`src/rtl/fifo_pkg.sv`:
```
// Shared definitions for the dual-clock FIFO pointer blocks: RAM address
// timing selectors and Gray-code helpers used by both read and write sides.
package fifo_pkg;

    // rd_addr timing: current registered pointer, or look-ahead next pointer
    localparam int ADDR_MODE_CUR  = 0;
    localparam int ADDR_MODE_NEXT = 1;

    // Widest pointer the helpers below handle. Narrower pointers are passed
    // zero-extended and the result is cut back to the caller's width.
    localparam int FIFO_MAX_W = 32;

    // Binary to Gray: each Gray bit is the XOR of adjacent binary bits.
    function automatic logic [FIFO_MAX_W-1:0] bin2gray(input logic [FIFO_MAX_W-1:0] i_bin);
        return i_bin ^ (i_bin >> 1);
    endfunction

    // Gray to binary: XOR prefix running down from the MSB. Zero-extended
    // upper bits leave the low bits untouched, so one function serves every width.
    function automatic logic [FIFO_MAX_W-1:0] gray2bin(input logic [FIFO_MAX_W-1:0] i_gray);
        logic [FIFO_MAX_W-1:0] v_bin;
        // NOTE: blocking assignments are correct here; each bit depends on the
        // one just computed above it within the same evaluation.
        v_bin[FIFO_MAX_W-1] = i_gray[FIFO_MAX_W-1];
        for (int i = FIFO_MAX_W - 2; i >= 0; i--) begin
            v_bin[i] = v_bin[i+1] ^ i_gray[i];
        end
        return v_bin;
    endfunction

endpackage

```
`src/rtl/gray2bin_dec.sv`:
```
// Combinational Gray-to-binary decoder of configurable width. Shared by the
// read-side empty/level block and the write-side full block.
module gray2bin_dec
    import fifo_pkg::*;
#(
    parameter int WIDTH = 5
) (
    input  logic [WIDTH-1:0] i_gray,
    output logic [WIDTH-1:0] o_bin
);

    // Decode through the shared package helper; WIDTH must not exceed FIFO_MAX_W.
    assign o_bin = WIDTH'(gray2bin(FIFO_MAX_W'(i_gray)));

endmodule

```
`src/rtl/rptr_empty_lvl.sv`:
```
// Read-side pointer and status block of the dual-clock FIFO. Keeps binary and
// Gray read pointers, a registered empty flag, the read-side fill level, an
// almost-empty flag, an underflow pulse, and drives the RAM read address.
// Everything here runs on clk_rd; the write pointer arrives already
// synchronised into this domain, so flags only ever lag writes, never reads.
module rptr_empty_lvl
    import fifo_pkg::*;
#(
    parameter int PTR_WIDTH = 4,
    parameter int ADDR_MODE = ADDR_MODE_CUR
) (
    input  logic                 clk_rd,
    input  logic                 rst_rd,
    input  logic                 rd_en,
    input  logic [PTR_WIDTH:0]   wr_gray_sync_rd,
    input  logic [PTR_WIDTH:0]   ae_level,
    output logic [PTR_WIDTH-1:0] rd_addr,
    output logic [PTR_WIDTH:0]   rd_gray,
    output logic                 rd_empty,
    output logic                 rd_almost_empty,
    output logic [PTR_WIDTH:0]   rd_level,
    output logic                 rd_underflow
);

    // Pointers carry one extra wrap bit so full and empty are distinguishable.
    localparam int PW1 = PTR_WIDTH + 1;

    logic [PTR_WIDTH:0] r_bin;
    logic [PTR_WIDTH:0] r_gray;
    logic [PTR_WIDTH:0] r_level;
    logic               r_empty;
    logic               r_almost_empty;
    logic               r_underflow;

    logic               w_pop;
    logic [PTR_WIDTH:0] w_bin_next;
    logic [PTR_WIDTH:0] w_gray_next;
    logic [PTR_WIDTH:0] w_wbin;
    logic [PTR_WIDTH:0] w_level_next;
    logic               w_empty_next;
    logic               w_almost_empty_next;

    // Decode the synchronised write pointer; it may have jumped several
    // steps since the last edge, the level simply follows the decoded value.
    gray2bin_dec #(
        .WIDTH (PW1)
    ) u_wr_dec (
        .i_gray (wr_gray_sync_rd),
        .o_bin  (w_wbin)
    );

    // A read is honoured only when the FIFO is not empty; a read attempted
    // while empty leaves the pointer where it is.
    assign w_pop      = rd_en & ~r_empty;
    assign w_bin_next = r_bin + {{PTR_WIDTH{1'b0}}, w_pop};
    assign w_gray_next = PW1'(bin2gray(FIFO_MAX_W'(w_bin_next)));

    // Next-state status from the next pointer, so popping the last word flags
    // empty on the very next edge with no bubble. Modulo subtraction keeps
    // the level correct across pointer wrap; a same-cycle pop and write
    // cancel naturally.
    always_comb begin
        // NOTE: every always_comb output gets a default first so no path can
        // leave it unassigned and infer a latch.
        w_level_next        = '0;
        w_empty_next        = 1'b1;
        w_almost_empty_next = 1'b1;

        w_level_next        = w_wbin - w_bin_next;
        w_empty_next        = (w_gray_next == wr_gray_sync_rd);
        w_almost_empty_next = (w_level_next <= ae_level);
    end

    // Pointer and status registers; reset discards the pointer position at once.
    always_ff @(posedge clk_rd or posedge rst_rd) begin
        if (rst_rd) begin
            r_bin          <= '0;
            r_gray         <= '0;
            r_level        <= '0;
            r_empty        <= 1'b1;
            r_almost_empty <= 1'b1;
            r_underflow    <= 1'b0;
        end else begin
            // NOTE: non-blocking assignments so every register samples the
            // pre-edge values, independent of statement order.
            r_bin          <= w_bin_next;
            r_gray         <= w_gray_next;
            r_level        <= w_level_next;
            r_empty        <= w_empty_next;
            r_almost_empty <= w_almost_empty_next;
            r_underflow    <= rd_en & r_empty;
        end
    end

    // RAM address: current word for asynchronous-read RAM, or the next pointer
    // so a synchronous-read RAM has its data ready one edge later.
    if (ADDR_MODE == ADDR_MODE_NEXT) begin : g_addr_next
        assign rd_addr = w_bin_next[PTR_WIDTH-1:0];
    end else begin : g_addr_cur
        assign rd_addr = r_bin[PTR_WIDTH-1:0];
    end

    assign rd_gray         = r_gray;
    assign rd_empty        = r_empty;
    assign rd_almost_empty = r_almost_empty;
    assign rd_level        = r_level;
    assign rd_underflow    = r_underflow;

endmodule

```
`config.mk`:
```
export PLATFORM = sky130hd
export DESIGN_NAME = rptr_empty_lvl
export DESIGN_NICKNAME = d
export VERILOG_FILES = /design/src/rtl/fifo_pkg.sv /design/src/rtl/gray2bin_dec.sv /design/src/rtl/rptr_empty_lvl.sv
export SDC_FILE = /design/constraint.sdc
export NUM_CORES = 1
export LEC_CHECK = 0
export BUFFER_PORTS_ARGS = -buffer_cell sky130_fd_sc_hd__buf_2
export CAP_MARGIN = 20
export CELL_PAD_IN_SITES_DETAIL_PLACEMENT = 1
export CELL_PAD_IN_SITES_GLOBAL_PLACEMENT = 1
export CORE_ASPECT_RATIO = 1.75
export CORE_MARGIN = 4
export CORE_UTILIZATION = 35
export CTS_CLUSTER_DIAMETER = 80
export DETAILED_ROUTE_END_ITERATION = 6
export PLACE_DENSITY = 0.75
export SYNTH_ARGS = -nofsm -noshare
export SYNTH_HDL_FRONTEND = slang
export SYNTH_SLANG_ARGS = --single-unit
```
`constraint.sdc`:
```
create_clock -name clk_rd -period 2.55 [get_ports clk_rd]
set_clock_uncertainty 0.15 [all_clocks]
set_input_delay 0.51 -clock clk_rd [delete_from_list [all_inputs] [get_ports clk_rd]]
set_output_delay 0.51 -clock clk_rd [all_outputs]
set_load 0.05 [all_outputs]
```
### After elaboration in Yosys (flattened, before gate mapping)

Cells that the tools add are included.

* register bits after elaboration: 18
* input port bits: 13
* output and inout bits: 17
* word-level logic and storage cells: 18

* $add $sub $neg: 2
* $lt $le $gt $ge: 1
* equality and inequality tests: 1
* bitwise gates (word level): 8

Operators with widths (count)
* adder 5 x 1 -> 5 bit: 1
* == test 5 bit: 1
* less-or-equal comparator 5 bit: 1
* subtractor 5 bit: 1
* bitwise XOR 5 x 4 -> 5 bit: 1
* bitwise XOR 1 bit: 4
* AND 1 bit: 2
* NOT 1 bit: 1

### Longest topological paths before layout

* depth after elaboration: 6
* gate-level depth with buffers: 14
* mapped depth without buffers: 14

### By module

From an unflattened synthesis, not the netlist that was laid out.

* cells, all modules: 90
* area, all modules: 1041.0 sq um

By module, submodules not included
* rptr_empty_lvl: times used 1, cells an instance 84, area an instance 968.4 sq um, sequential area each 427.9 sq um
* gray2bin_dec: times used 1, cells an instance 6, area an instance 72.6 sq um, sequential area each 0.0 sq um

### Least setup slack after synthesis

OpenSTA, ideal clock, no wires.

* path type: input -> register
* start point: input port wr_gray_sync_rd[4]
* end point: register r_almost_empty, in the netlist rd_almost_empty
* library setup time: 0.072 ns
* arrival time: 2.980 ns
* data required time: 2.328 ns
* slack: -0.652 ns
* stages: 13
* path buffers: 0
* path through: xor2_1 > xnor2_1 > xor2_1 > xor2_1 > ha_1 > fa_1 > inv_1 > ha_1 > nor2b_1 > o21a_1 > o21a_1 > o21a_1 > o21ai_1

* cells in the longest elaborated chain, start to end: 6

RTL lines
* from (decl): RTL line rptr_empty_lvl.sv:15 `input logic [PTR_WIDTH:0] wr_gray_sync_rd,`
* bitwise XOR 1 bit * (3 in a row): RTL line fifo_pkg.sv:26 `v_bin[i] = v_bin[i+1] ^ i_gray[i];`
* bitwise XOR 1 bit: RTL line fifo_pkg.sv:26
* subtractor 5 bit *: RTL line rptr_empty_lvl.sv:69 `w_level_next = w_wbin - w_bin_next;`
* net w_level_next[1]: RTL line rptr_empty_lvl.sv:39 `logic [PTR_WIDTH:0] w_level_next;`
* less-or-equal comparator 5 bit *: RTL line rptr_empty_lvl.sv:71 `w_almost_empty_next = (w_level_next <= ae_level);`
* net w_almost_empty_next: RTL line rptr_empty_lvl.sv:41 `logic w_almost_empty_next;`
* to (signal assigned): RTL line rptr_empty_lvl.sv:90 `r_almost_empty <= w_almost_empty_next;`
* to (decl): RTL line rptr_empty_lvl.sv:32 `logic r_almost_empty;`

The timed path passes the listed nets; every way through them passes the cells marked *.

### Final worst setup path

* start point: input port wr_gray_sync_rd[3]
* end point: register r_almost_empty, in the netlist rd_almost_empty

The elaborated chain is that of the path after synthesis.

==> impl_metrics.tcl <==
set metrics [dict create \
    wl_per_cell_um 15.8 \
    r2r_cells 12 \
    ys.flop_type "dfrtp_1" \
    antenna_cells 0 \
    cp_top_family "adder cells" \
    routed_wl_um 2820 \
    path_cells "buf_8 > xor2_4 > xnor2_2 > xor2_1 > xor2_1 > ha_2 > fa_2 > inv_2 > ha_4 > nor2b_4 > o21a_1 > o21a_1 > o21a_1 > o21ai_1" \
    seq_area_frac_synth_pct 39.9 \
    r2r_start "rd_empty$_DFF_PP1_" \
    start_util_pct 36.7 \
    syn_to_final_growth_pct 40.7 \
    crit_buf_inv 2 \
    yosysTopAreaCell "dfrtp_1" \
    yosys.area.top_type_share_pct 35.0 \
    syn_nets 124 \
    endpoint_kind "flip-flop" \
    startpoint_type "input pin" \
    ys.warnings.count 0 \
    dieArea_um2 4050 \
    portBuffers 29 \
    period_share_pct 122 \
    finalSetupViolations 1 \
    place_congestion 0.723 \
    final_common_cell "buf_2" \
    final_cell_mix "buf_2, buf_4, dfrtp_1" \
    postCtsHoldBufs 0 \
    finalMaxSlewViolations 0 \
    cts.path.max_buffers 2 \
    worstPathArrival_ps 3140 \
    synth_cell_types 30 \
    post_drt_via_cell_ratio 4.89 \
    grt_max_degree 18 \
    crit_slowest_cell "fa_2" \
    first_iter_violations 0 \
    die_h_um 81.3 \
    max_clock_freq_ghz 0.322 \
    cp_common_cell "o21a_1" \
    avgSynthCellArea_um2 10.8 \
    synth-edff-count 0 \
    rsz0062_at_grt "true" \
    htreeDepth 1 \
    grt_use_total_pct 16.3 \
    root_buffer "clkbuf_8" \
    vias 870 \
    path_max_fanout 2 \
    violations "negative setup slack" \
    rrSetupSlack_ps -420 \
    grt_pass1_vias 1030 \
    layout.nets 176 \
    cts_inserted_buffers 3 \
    hold_viol 0 \
    cp.depth 14 \
    synth_cells 99 \
    cts_tree "yes" \
    relSlewSlack_pct 55.3 \
    post-route-min-period_ps 3110 \
    drive_above_1_share_pct 46.0 \
    run_status "complete, but fails checks" \
    ys_top_cells_by_area "dfrtp_1, ha_1, xnor2_1" \
    postRouteAntennaNets 0 \
    timing.final.ws_setup_ps -556 \
    first_pass_iters 1 \
    grt_overflow 0 \
    rows 26 \
    slowest_delay_ps 440 \
    core_um2 2930 \
    maxCapViolCount 0 \
    io-pin-count 30 \
    async_flop_share_pct 100 \
    path_class "input pin to flip-flop" \
    seq_area_um2 428 \
    die_w_um 49.9 \
    final_util_pct 51.6 \
    required_ps 2590 \
    n_fill_cell 346 \
    clk_latency_ps 250 \
    r2r-end "rd_almost_empty$_DFF_PP1_" \
    multiInputGateArea_um2 629 \
    drc 0 \
    path_clk_slew_ps 70 \
    worstMarginPinSlew_ps 670 \
    hold_class "input pin to async pin" \
    grt_antenna_before_repair 0 \
    grt_pass1_wl_um 4900 \
    ys_seq_elements 17 \
    place_hpwl_um 2210 \
    clock-sinks 17 \
    netlist_area_um2 1070 \
]
[final cells by class]
class,instances,share of cell area (%)
Tap cell,28,2.32
Sequential cell,17,28.3
Clock inverter,1,0.331
Clock buffer,3,2.73
Inverter,15,3.73
Timing Repair Buffer,50,20.9
Multi-Input combinational cell,64,41.7
[how the worst max path moves through the flow]
stage	startpoint	slack [ps]	end
2_1_floorplan	wr_gray_sync_rd[4]	-620	rd_almost_empty$_DFF_PP1_
3_3_place_gp	wr_gray_sync_rd[3]	-730	rd_almost_empty$_DFF_PP1_
3_5_place_dp	wr_gray_sync_rd[4]	-870	rd_almost_empty$_DFF_PP1_
4_1_cts	wr_gray_sync_rd[4]	-550	rd_almost_empty$_DFF_PP1_
5_1_grt	wr_gray_sync_rd[3]	-720	rd_almost_empty$_DFF_PP1_
6_report	wr_gray_sync_rd[3]	-560	rd_almost_empty$_DFF_PP1_
[cell usage after synthesis (all sizes together) (2+ instances only)]
library cell and count:
a21o 2, a21oi 4, and3 2, buf 3, dfrtp 15, dfstp 2
ha 11, inv 15, nand3 2, nor2b 2, o21a 3, o21ai 2
xnor2 13, xor2 11
[cells by family after synthesis]
| family | Yosys count | share of synthesized area [%] |
|---|---|---|
| adder cells (fa/ha/maj) | 12 | 14.7 |
| AO/OA/AOI/OAI | 12 | 6.99 |
| AND/OR/NAND/NOR | 16 | 10.1 |
| XOR/XNOR | 24 | 20.3 |
| flip-flops | 17 | 39.9 |
| buffers and inverters | 18 | 8.04 |
[routing by layer]
metal / GRT usage (%) / wire length [um]
met5: 0 / 0
met4: 8.31 / 58
met3: 2.02 / 69
met2: 31.3 / 1680
met1: 16.8 / 1010
[sequential cells by signal, indices dropped and copies added (netlist names)]
signal,flops
rd_underflow,1
rd_level,5
r_bin,5
rd_almost_empty,1
rd_gray,4
rd_empty,1
[per-stage QoR]
stage | instances | hold WS [ps] | cell area [um2] | TNS [ps] | setup slack (ps)
2_1_floorplan | 99 | 285 | 1080 | -624 | -624
3_3_place_gp | 171 | 372 | 1360 | -903 | -730
3_5_place_dp | 171 | 378 | 1360 | -1130 | -872
4_1_cts | 177 | 211 | 1460 | -554 | -554
5_1_grt | 178 | 249 | 1510 | -721 | -721
6_report | 178 | 195 | 1510 | -556 | -556
[repair_timing]
item,CTS,global route
endpoints found under the hold margin,0,0
setup endpoints to repair,1,2
resized for setup,6,9
setup buffers,2,1
pin swaps,6,10
Power is not shown: default switching activity piles up to over one toggle a cycle in this logic, so the estimate is an artifact.
